===== config.mk =====
export PLATFORM = sky130hd
export DESIGN_NAME = audio_sample_fifo
export DESIGN_NICKNAME = d
export VERILOG_FILES = /design/src/rtl/audio_sample_fifo.sv
export SDC_FILE = /design/constraint.sdc
export NUM_CORES = 1
export LEC_CHECK = 0
export CORE_MARGIN = 2
export CORE_UTILIZATION = 46
export CTS_CLUSTER_SIZE = 16
export DETAILED_ROUTE_END_ITERATION = 7
export HOLD_SLACK_MARGIN = 0.1
export PLACE_DENSITY_LB_ADDON = 0.1
export SLEW_MARGIN = 20
export SYNTH_ARGS = -nofsm -noshare
export SYNTH_HDL_FRONTEND = slang
export SYNTH_SLANG_ARGS = --single-unit

===== constraint.sdc =====
create_clock -name clk -period 12.6 [get_ports clk]
set_input_delay 3.15 -clock clk [delete_from_list [all_inputs] [get_ports clk]]
set_output_delay 3.15 -clock clk [all_outputs]
set_load 0.005 [all_outputs]

===== src/rtl/audio_sample_fifo.sv =====
// audio_sample_fifo: buffers stereo samples captured on audio_stb and hands them to the
// HDMI audio packetizer through a registered first-word-fall-through valid/ready port.
`default_nettype none

module audio_sample_fifo #(
  parameter int WIDTH      = 16,
  parameter int DEPTH_LOG2 = 4
) (
  input  logic                  clk,
  input  logic                  reset,
  input  logic                  audio_stb,
  input  logic [WIDTH-1:0]      audio_l,
  input  logic [WIDTH-1:0]      audio_r,
  input  logic                  mute,
  input  logic                  clear,
  input  logic                  out_ready,
  output logic                  out_valid,
  output logic [WIDTH-1:0]      out_l,
  output logic [WIDTH-1:0]      out_r,
  output logic [DEPTH_LOG2:0]   level,
  output logic                  overflow,
  output logic                  underrun
);

  localparam int                  DEPTH      = 1 << DEPTH_LOG2;
  localparam logic [DEPTH_LOG2:0] FULL_LEVEL = (DEPTH_LOG2+1)'(DEPTH);
  localparam logic [DEPTH_LOG2:0] LEVEL_ONE  = (DEPTH_LOG2+1)'(1);
  localparam logic [DEPTH_LOG2-1:0] PTR_ONE  = DEPTH_LOG2'(1);

  logic [2*WIDTH-1:0]    mem [DEPTH];
  logic [DEPTH_LOG2-1:0] wr_ptr;
  logic [DEPTH_LOG2-1:0] rd_ptr;
  logic [DEPTH_LOG2-1:0] head_idx;
  logic [2*WIDTH-1:0]    wr_data;
  logic                  primed;
  logic                  full;
  logic                  empty;
  logic                  pop;
  logic                  push;
  logic                  head_avail;

  assign full    = (level == FULL_LEVEL);
  assign empty   = (level == '0);
  assign pop     = out_valid & out_ready;
  assign push    = audio_stb & (~full | pop);
  assign wr_data = mute ? '0 : {audio_l, audio_r};

  // Next head to present: a sample written on this same edge is not visible until the next
  // one, which gives the one-cycle fall-through latency from an empty FIFO.
  always_comb begin
    head_idx   = rd_ptr;
    head_avail = ~empty;
    if (pop) begin
      head_idx   = rd_ptr + PTR_ONE;
      head_avail = (level > LEVEL_ONE);
    end
  end

  always_ff @(posedge clk) begin
    if (push) begin
      mem[wr_ptr] <= wr_data;
    end
  end

  always_ff @(posedge clk) begin
    if (reset || clear) begin
      wr_ptr    <= '0;
      rd_ptr    <= '0;
      level     <= '0;
      out_valid <= 1'b0;
      out_l     <= '0;
      out_r     <= '0;
      overflow  <= 1'b0;
      underrun  <= 1'b0;
      primed    <= 1'b0;
    end else begin
      if (push) begin
        wr_ptr <= wr_ptr + PTR_ONE;
        primed <= 1'b1;
      end
      if (pop) begin
        rd_ptr <= rd_ptr + PTR_ONE;
      end
      if (audio_stb && !push) begin
        overflow <= 1'b1;
      end
      case ({push, pop})
        2'b10:   level <= level + LEVEL_ONE;
        2'b01:   level <= level - LEVEL_ONE;
        default: level <= level;
      endcase
      // Output register only reloads when it is empty or its content is being consumed.
      if (!out_valid || pop) begin
        out_valid <= head_avail;
        if (head_avail) begin
          {out_l, out_r} <= mem[head_idx];
        end
      end
      underrun <= primed & empty & out_ready;
    end
  end

endmodule

`default_nettype wire


==> impl_metrics.tcl, run 1 <==
set metrics [dict create \
    grtUsageTotal_pct 20.46 \
    grt-ovfl-total 0 \
    h-tree-depth 2 \
    wl_mm 48.02 \
    nets 1172 \
    drv_cap 0 \
    setup_viol 0 \
    place_ws_ns 5.738 \
    firstDrtPassIters 5 \
    cp_max_fo 47 \
    layout_common_cells "edfxtp_1 (512), mux4_2 (128), clkdlybuf4s50_1 (76)" \
    hold_buffers 0 \
    route.met2.wl_mm 23.62 \
    postCtsSetupRepairBufs 0 \
    dieArea_um2 48480 \
    cts_resized 0 \
    via_count 10020 \
    worst_slew_pin_slew_ns 1.026 \
    ir_drop_mv 0.1118 \
    drv_slew 0 \
    fin_crit_sh_pct 49.05 \
    core_area_um2 46360 \
    route.met3.wl_mm 2.059 \
    syn_to_final_growth_pct 15.58 \
    hold_class "register to register" \
    gp_congestion 0.7316 \
    syn_nets 1061 \
    syn-cell-area_um2 21500 \
    final_antenna_net_count 0 \
    grt_max_degree 130 \
    final_common_cell "edfxtp_1" \
    rsz0062_at_grt "no" \
    critPathKind "input pin to register" \
    ys_seq_area_share_pct 76.08 \
    maxUsedRoutingLayer "met4" \
    yosys_warnings 0 \
    drt_iter0_markers 997 \
    status "complete, no violations" \
    post_drt_wl_per_cell_um 27.01 \
    setup_ws_ns 6.420 \
    syn_inst 1014 \
    io_buffers 77 \
    endpoint_kind "register" \
    chipWidth_um 220.2 \
    num-fill-cells 3585 \
    postSynthAreaPerCell_um2 21.20 \
    worstPathRequired_ns 13.06 \
    dpl.cell_count 1674 \
    cts_tree "built" \
    arrival_ns 6.64 \
    die_h_um 220.2 \
    max_freq_ghz 0.1618 \
    dp_hpwl_mm 24.60 \
    hold_viol 0 \
    startpoint_type "input pin" \
    finClkSkew_ns 0.01904 \
    wl_met1_mm 21.66 \
    cts-root-buf "clkbuf_16" \
    synth_cell_types 44 \
    drcViolationCount 0 \
    p_leak_nw 7.981 \
    cts_made_buffers 56 \
    start_util_pct 46.37 \
    stdcell_count 1778 \
    first_global_vias 10340 \
    diodes 0 \
    setup-tns-final_ns 0 \
    antenna_found_initial 0 \
    ys_seq_elements 561 \
    grt_pass1_wl_mm 70.32 \
    avgViaCountPerCell 5.634 \
    clk_latency_ns 0.61 \
    clk_pin_slew_ns 0.06 \
    cts_buffer_depth 3 \
    slew_headroom_pct 31.46 \
    ios 78 \
    row_count 79 \
    clock_sinks 561 \
    p_per_area_nw_per_um2 152.4 \
    final_layout_size_suffix_gt1_share_pct 24.25 \
    min_period_ns 6.180 \
]
==> registers in the layout, summed over array words and instances (netlist names) <==
name and count:
mem 512, out_l 16, out_r 16, level 5, rd_ptr 4, wr_ptr 4
out_valid 1, overflow 1, primed 1, underrun 1
==> where the power goes <==
| group | internal [mW] | switching [mW] |
|---|---|---|
| sequential | 2.05 | 0.00600 |
| clock | 0.935 | 0.677 |
| combinational | 0.0532 | 0.0703 |
| total | 3.03 | 0.753 |
==> cells by family (layout without fill, tap and decap cells) <==
| group | after synthesis | in the layout | share of synthesized area [%] |
|---|---|---|---|
| compound gates | 81 | 81 | 3.265 |
| buf+inv | 59 | 216 | 1.630 |
| xor+xnor | 10 | 10 | 0.4424 |
| fa+ha+maj | 9 | 9 | 0.5238 |
| mux | 162 | 162 | 15.02 |
| flops | 561 | 561 | 76.08 |
| simple gates | 132 | 132 | 3.044 |
==> cells in the mapped netlist, drive strengths merged <==
library cell	number	share of area, %
inv	7	0.12
o22ai	1	0.029
mux2i	33	1.6
nor2	37	0.83
clkbuf	11	0.19
or2	2	0.058
a221o	1	0.052
xnor2	6	0.24
mux4	128	13
buf	41	1.3
nand2	42	0.74
a22oi	33	1.4
a31oi	2	0.058
o21ai	2	0.047
o21ba	1	0.047
o211ai	32	1.4
nand3	6	0.14
a31o	1	0.041
nand4	2	0.058
nor2b	33	0.96
nand2b	2	0.058
or3	1	0.029
xor2	4	0.20
o21bai	1	0.052
dfxtp	49	4.6
ha	9	0.52
edfxtp	512	72
a211oi	2	0.070
nor3	6	0.14
a21oi	4	0.093
a211o	1	0.041
and2	1	0.029
mux2	1	0.052
==> area by class of cell <==
| type | count | area [um^2] | share of cell area (%) |
|---|---|---|---|
| timing repair buffer | 105 | 988.4 | 3.978 |
| inverter | 7 | 26.28 | 0.1057 |
| sequential | 561 | 16360 | 65.82 |
| multi-input combinational | 394 | 4931 | 19.84 |
| clock inverter | 18 | 140.1 | 0.5640 |
| clock buffer | 86 | 1647 | 6.627 |
| tap | 607 | 759.5 | 3.057 |
==> worst paths after layout <==
kind | startpoint | endpoint | slack (ns) | cells after the start
hold / removal | primed | underrun | 0.47 | 2
setup / recovery | out_ready | out_l[2] | 6.42 | 8
setup reg to reg | out_valid | out_l[2] | 9.08 | 7
hold reg to reg | primed | underrun | 0.47 | 2
==> critical path, cell delays in order <==
cell and delay (ns):
clkdlybuf4s50_1 0.52, nand2_2 0.22, xor2_4 0.18, buf_4 0.63, buf_4 0.89, mux4_2 0.61, a22oi_1 0.24, o211ai_1 0.12
==> metal layers <==
metal | global-route usage, % | vias up
li1 | - | 4402
met1 | 29.36 | 5337
met2 | 33.41 | 227
met3 | 3.574 | 52
met4 | 4.072 | 0
met5 | 0 | -
==> through the flow <==
stage               total power, mW  hold slack, ns  util [%]  cell area [um^2]
floorplan                     2.166          0.4271         -             21500
finish                        3.788          0.4671     53.60             24850
detailed placement            2.217          0.4614     49.74             23060
CTS                           3.825          0.4705     53.59             24850
global placement              2.215          0.4514     49.74             23060
global route                  3.902          0.4991     53.60             24850
No activity file was read; power rests on OpenSTA's default activity.
==> run 2: changes to the inputs <==
==> constraint.sdc (replaced) <==
create_clock -name clk -period 5.1 [get_ports clk]
set_input_delay 1.275 -clock clk [delete_from_list [all_inputs] [get_ports clk]]
set_output_delay 1.275 -clock clk [all_outputs]
set_load 0.005 [all_outputs]
==> run 2 against run 1 <==
Net effect:
- largest cell class unchanged
- routed wire length fell by 0.86%
- clock power rose to 2.6 times the previous value
- critical endpoint is now mem[12][31]
- critical path depth fell by 1
- highest routed layer unchanged
- design area rose by 1.2%
- via count rose by 0.66%
- combinational power rose to 2.5 times the previous value
- clock skew fell by 0.00092 ns
- largest power group unchanged
==> impl_metrics.tcl, run 2 (synthesis results as in run 1) <==
set metrics [dict create \
    setup_viol 0 \
    start_util_pct 46.37 \
    drcViolationCount 0 \
    nets 1182 \
    die_h_um 220.2 \
    placed_cell_area_um2 23290 \
    syn_to_final_growth_pct 16.99 \
    diodes 0 \
    share_clk_of_total_power_pct 43.3 \
    worst_slew_pin_slew_ns 1.078 \
    arrival_ns 3.90 \
    first_global_vias 10470 \
    min_period_ns 3.590 \
    drt_iter0_markers 879 \
    fin_crit_sh_pct 70.39 \
    design_area_um2 25150 \
    io_buffers 77 \
    cts_tree "built" \
    hold_class "register to register" \
    wl_mm 47.60 \
    p_sw_share_pct 20.15 \
    clock_sinks 561 \
    cpPeakStageDelay_ns 0.65 \
    p_comb_share_pct 3.3 \
    drv_cap 0 \
    final_layout_size_suffix_gt1_share_pct 25.53 \
    endpoint_kind "register" \
    slowest_stage "nor2_4" \
    critPathKind "input pin to register" \
    grt_max_degree 69 \
    status "complete, no violations" \
    h-tree-depth 2 \
    grt_pass1_wl_mm 70.10 \
    worstPathRequired_ns 5.41 \
    via_count 10080 \
    rsz0062_at_grt "no" \
    startpoint_type "input pin" \
    post_drt_wl_per_cell_um 26.59 \
    max_freq_ghz 0.2785 \
    final_common_cell "edfxtp_1" \
    layout_common_cells "edfxtp_1 (512), mux4_2 (128), clkdlybuf4s50_1 (76)" \
    internal_power_mw 7.580 \
    reg_top3 "mem (512), out_l (16), out_r (16)" \
    grtUsageTotal_pct 20.30 \
    p_per_area_nw_per_um2 377.4 \
    largest_register_ffs 512 \
    cts_made_buffers 57 \
    cts_resized 0 \
    row_count 79 \
    dieArea_um2 48480 \
    hold_viol 0 \
    finClkSkew_ns 0.01812 \
    final_antenna_net_count 0 \
    firstDrtPassIters 5 \
    setup-tns-final_ns 0 \
    gp_congestion 0.7161 \
    power_frac_seq_pct 53.4 \
    top_register "mem" \
    clk_pin_slew_ns 0.06 \
    grt-ovfl-total 0 \
    avgViaCountPerCell 5.634 \
    drv_slew 0 \
    slew_headroom_pct 27.96 \
    cp_cell_sequence "clkdlybuf4s50_1 -> nand2_2 -> nand4_1 -> and2_1 -> nand2_1 -> nor2_4 -> buf_12" \
    cts-root-buf "clkbuf_16" \
    ir_drop_mv 0.2263 \
    hold_buffers 0 \
    dp_hpwl_mm 26.46 \
    clk_latency_ns 0.62 \
    postCtsSetupRepairBufs 0 \
    cp_max_fo 18 \
    cts_buffer_depth 3 \
    core_area_um2 46360 \
    p_leak_nw 8.104 \
    ios 78 \
    antenna_found_initial 0 \
    chipWidth_um 220.2 \
    p_sw_mw 1.913 \
]
-- run 2: cell types whose count changed in the layout (fill, tap and decap cells not counted), sizes merged --
cell | previous run | this run
clkinv | 16 | 24
inv | 7 | 10
clkinvlp | 0 | 1
buf | 29 | 38
clkbuf | 86 | 73
bufinv | 2 | 6
-- run 2: per-stage QoR --
stage | utilization, % | hold slack, ns | setup slack (ns) | total power, mW | cells
2_1_floorplan | - | 0.4271 | 0.3146 | 5.352 | 1014
3_3_place_gp | 50.24 | 0.4497 | 0.9137 | 5.480 | 1683
3_5_place_dp | 50.24 | 0.4694 | 0.8861 | 5.485 | 1683
4_1_cts | 54.22 | 0.4801 | 1.513 | 9.590 | 1790
5_1_grt | 54.25 | 0.4941 | 1.336 | 9.791 | 1790
6_report | 54.25 | 0.4743 | 1.510 | 9.493 | 1790
-- run 2: power by group through the flow --
stage | Clock [mW] | Combinational [mW] | Sequential, mW
final | 4.11 | 0.312 | 5.07
after global routing | 4.38 | 0.340 | 5.07
after CTS | 4.20 | 0.318 | 5.07
after detailed placement | 0 | 0.317 | 5.17
after global placement | 0 | 0.313 | 5.17
after floorplan | 0 | 0.189 | 5.16
-- run 2: per-layer routing --
layer	global-route usage, %	wire (um)	vias to the layer above	part of all wire, %
li1	-	-	4416	-
met1	28.62	21210	5395	45
met2	33.68	23620	219	50
met3	3.326	2079	54	4.4
met4	4.340	700	0	1.5
met5	0	0	-	0
-- run 2: cell type report --
class | count | area [um^2]
Clock buffer | 73 | 1506
Fill cell | 3538 | 21210
Clock inverter | 34 | 339.1
Multi-Input combinational cell | 394 | 4946
Sequential cell | 561 | 16360
Timing Repair Buffer | 114 | 1219
Tap cell | 607 | 759.5
Inverter | 7 | 26.28
-- run 2: final timing paths --
path              from     endpoint  slack (ns)  depth (start not counted)
max          out_ready  mem[12][31]        1.51                          7
max reg2reg   level[0]  mem[12][31]        2.19                          7
min             primed     underrun        0.47                          2
min reg2reg     primed     underrun        0.47                          2
-- run 2: worst max-delay path: cells and delay by family --
kind / cells / cell delay, ns
buffers and inverters: 2 / 0.81
and+or+nand+nor: 5 / 1.79
==> run 3: changes to the inputs <==
==> constraint.sdc (replaced) <==
create_clock -name clk -period 3.1 [get_ports clk]
set_input_delay 0.775 -clock clk [delete_from_list [all_inputs] [get_ports clk]]
set_output_delay 0.775 -clock clk [all_outputs]
set_load 0.005 [all_outputs]
==> run 3 against run 2 <==
Net effect:
- power grew 63%
- clock power grew 59%
- die area is the same
- core utilization grew 2.2 points
- design area grew 4.1%
- sequential power grew 64%
- cell count grew 5.4%
- global-route usage grew 0.76 points
- via count grew 4.5%
- register-to-register slack lost 1.7 ns
- largest cell class unchanged
==> impl_metrics.tcl, run 3 (synthesis results as in run 1) <==
set metrics [dict create \
    cp_cell_sequence "inv_1 -> ha_1 -> a31o_1 -> a211o_1 -> nor2_4 -> a22oi_1 -> o211ai_1" \
    max_freq_ghz 0.3879 \
    clk_pin_slew_ns 0.06 \
    clk_latency_ns 0.62 \
    ir_drop_mv 0.4437 \
    startpoint "level[1]" \
    grt_pass1_wl_mm 72.43 \
    arrival_ns 3.10 \
    grt_max_degree 29 \
    finClkSkew_ns 0.02503 \
    drv_slew 0 \
    cts_tree "built" \
    ios 78 \
    drcViolationCount 0 \
    grtUsageTotal_pct 21.06 \
    status "complete, no violations" \
    p_leak_nw 8.632 \
    first_global_vias 10830 \
    start_util_pct 46.37 \
    wl_mm 49.28 \
    nets 1279 \
    syn_to_final_growth_pct 21.75 \
    fin_crit_sh_pct 83.17 \
    clock_sinks 561 \
    grt-ovfl-total 0 \
    dp_hpwl_mm 29.01 \
    reg_top3 "mem (512), out_l (16), out_r (16)" \
    place_ws_ns -0.03930 \
    final_antenna_net_count 0 \
    cts-root-buf "clkbuf_16" \
    slew_headroom_pct 29.56 \
    die_h_um 220.2 \
    r2r_start "level[1]" \
    rsz0062_at_grt "no" \
    hold_buffers 0 \
    r2r_cells 7 \
    cpPeakStageDelay_ns 0.65 \
    worstPathRequired_ns 3.62 \
    gp_congestion 0.7543 \
    total_power_mw 15.44 \
    rrSetupSlack_ns 0.52 \
    worst_slew_pin_slew_ns 1.054 \
    layout_common_cells "edfxtp_1 (512), mux4_2 (128), buf_4 (91)" \
    io_buffers 77 \
    top_register "mem" \
    diodes 0 \
    slowest_stage "nor2_4" \
    p_per_area_nw_per_um2 589.9 \
    min_from "primed" \
    design_area_um2 26170 \
    largest_register_ffs 512 \
    endpoint "out_l[3]" \
    cts_resized 0 \
    h-tree-depth 2 \
    min_period_ns 2.578 \
    firstDrtPassIters 5 \
    antenna_found_initial 0 \
    drt_iter0_markers 997 \
    chipWidth_um 220.2 \
    via_count 10540 \
    dieArea_um2 48480 \
    avgViaCountPerCell 5.589 \
    hold_viol 0 \
    critPathKind "register to register" \
    drv_cap 0 \
    cts_buffer_depth 3 \
    final_core_util_pct 56.46 \
    row_count 79 \
    cp_max_fo 18 \
    post_drt_wl_per_cell_um 26.13 \
    startpoint_type "register" \
    final_layout_size_suffix_gt1_share_pct 30.57 \
    setup_viol 0 \
    hold_class "register to register" \
    timing.rr.end "out_l[3]" \
    core_area_um2 46360 \
    placed_cell_area_um2 24380 \
    cts_made_buffers 58 \
    postCtsSetupRepairBufs 0 \
    setup_ws_ns 0.5218 \
    final_common_cell "edfxtp_1" \
    endpoint_kind "register" \
]
[run 3: cell count changes in the layout (fill, tap and decap cells not counted), sizes merged]
cell	previous run	this run
buf	38	134
clkinv	24	21
clkinvlp	1	0
clkbuf	73	83
inv	10	8
bufinv	6	2
[run 3: metrics by stage]
step,setup TNS [ns],hold slack [ns],std cells
after floorplan,-114.11,0.4271,1014
after global routing,0,0.4817,1886
after detailed placement,-0.3887,0.4451,1779
after global placement,-0.1173,0.4415,1779
final,0,0.4488,1886
after CTS,0,0.4541,1886
[run 3: final cells by class]
cell class              instances  area [um^2]
clock buffers                  83         1597
well taps                     607        759.5
inverters                       7        26.28
fillers                      3524        20180
repair buffers                210         2290
flip-flops and latches        561        16360
multi-input cells             394         4956
clock inverters                24        190.2
[run 3: per-layer routing]
metal / up-vias / routed length, um / share of wire [%] / GRT usage, %
li1: 4618 / - / - / -
met1: 5573 / 21880 / 44 / 30.60
met2: 278 / 23770 / 48 / 33.69
met3: 72 / 2720 / 5.5 / 3.629
met4: 0 / 909 / 1.8 / 4.877
met5: - / 0 / 0 / 0
[run 3: power breakdown]
part	internal, mW	total, mW	switching [mW]
sequential	8.31	8.34	0.0274
combinational	0.276	0.577	0.302
clock	3.74	6.52	2.78
[run 3: how the worst min path moves through the flow]
stage          endpoint  slack, ns  cells past startpoint
2_1_floorplan  underrun       0.43                      2
3_3_place_gp   underrun       0.44                      2
3_5_place_dp   underrun       0.45                      2
4_1_cts        underrun       0.45                      2
5_1_grt        underrun       0.48                      2
6_report       underrun       0.45                      2
[run 3: critical path, delay by kind of cell (launching register included)]
kind | cells | cell delay [ns]
AOI/OAI and AO/OA | 4 | 0.95
adders and majority gates | 1 | 0.26
and+or+nand+nor | 1 | 0.65
DFF | 1 | 0.48
buffers and inverters | 1 | 0.15
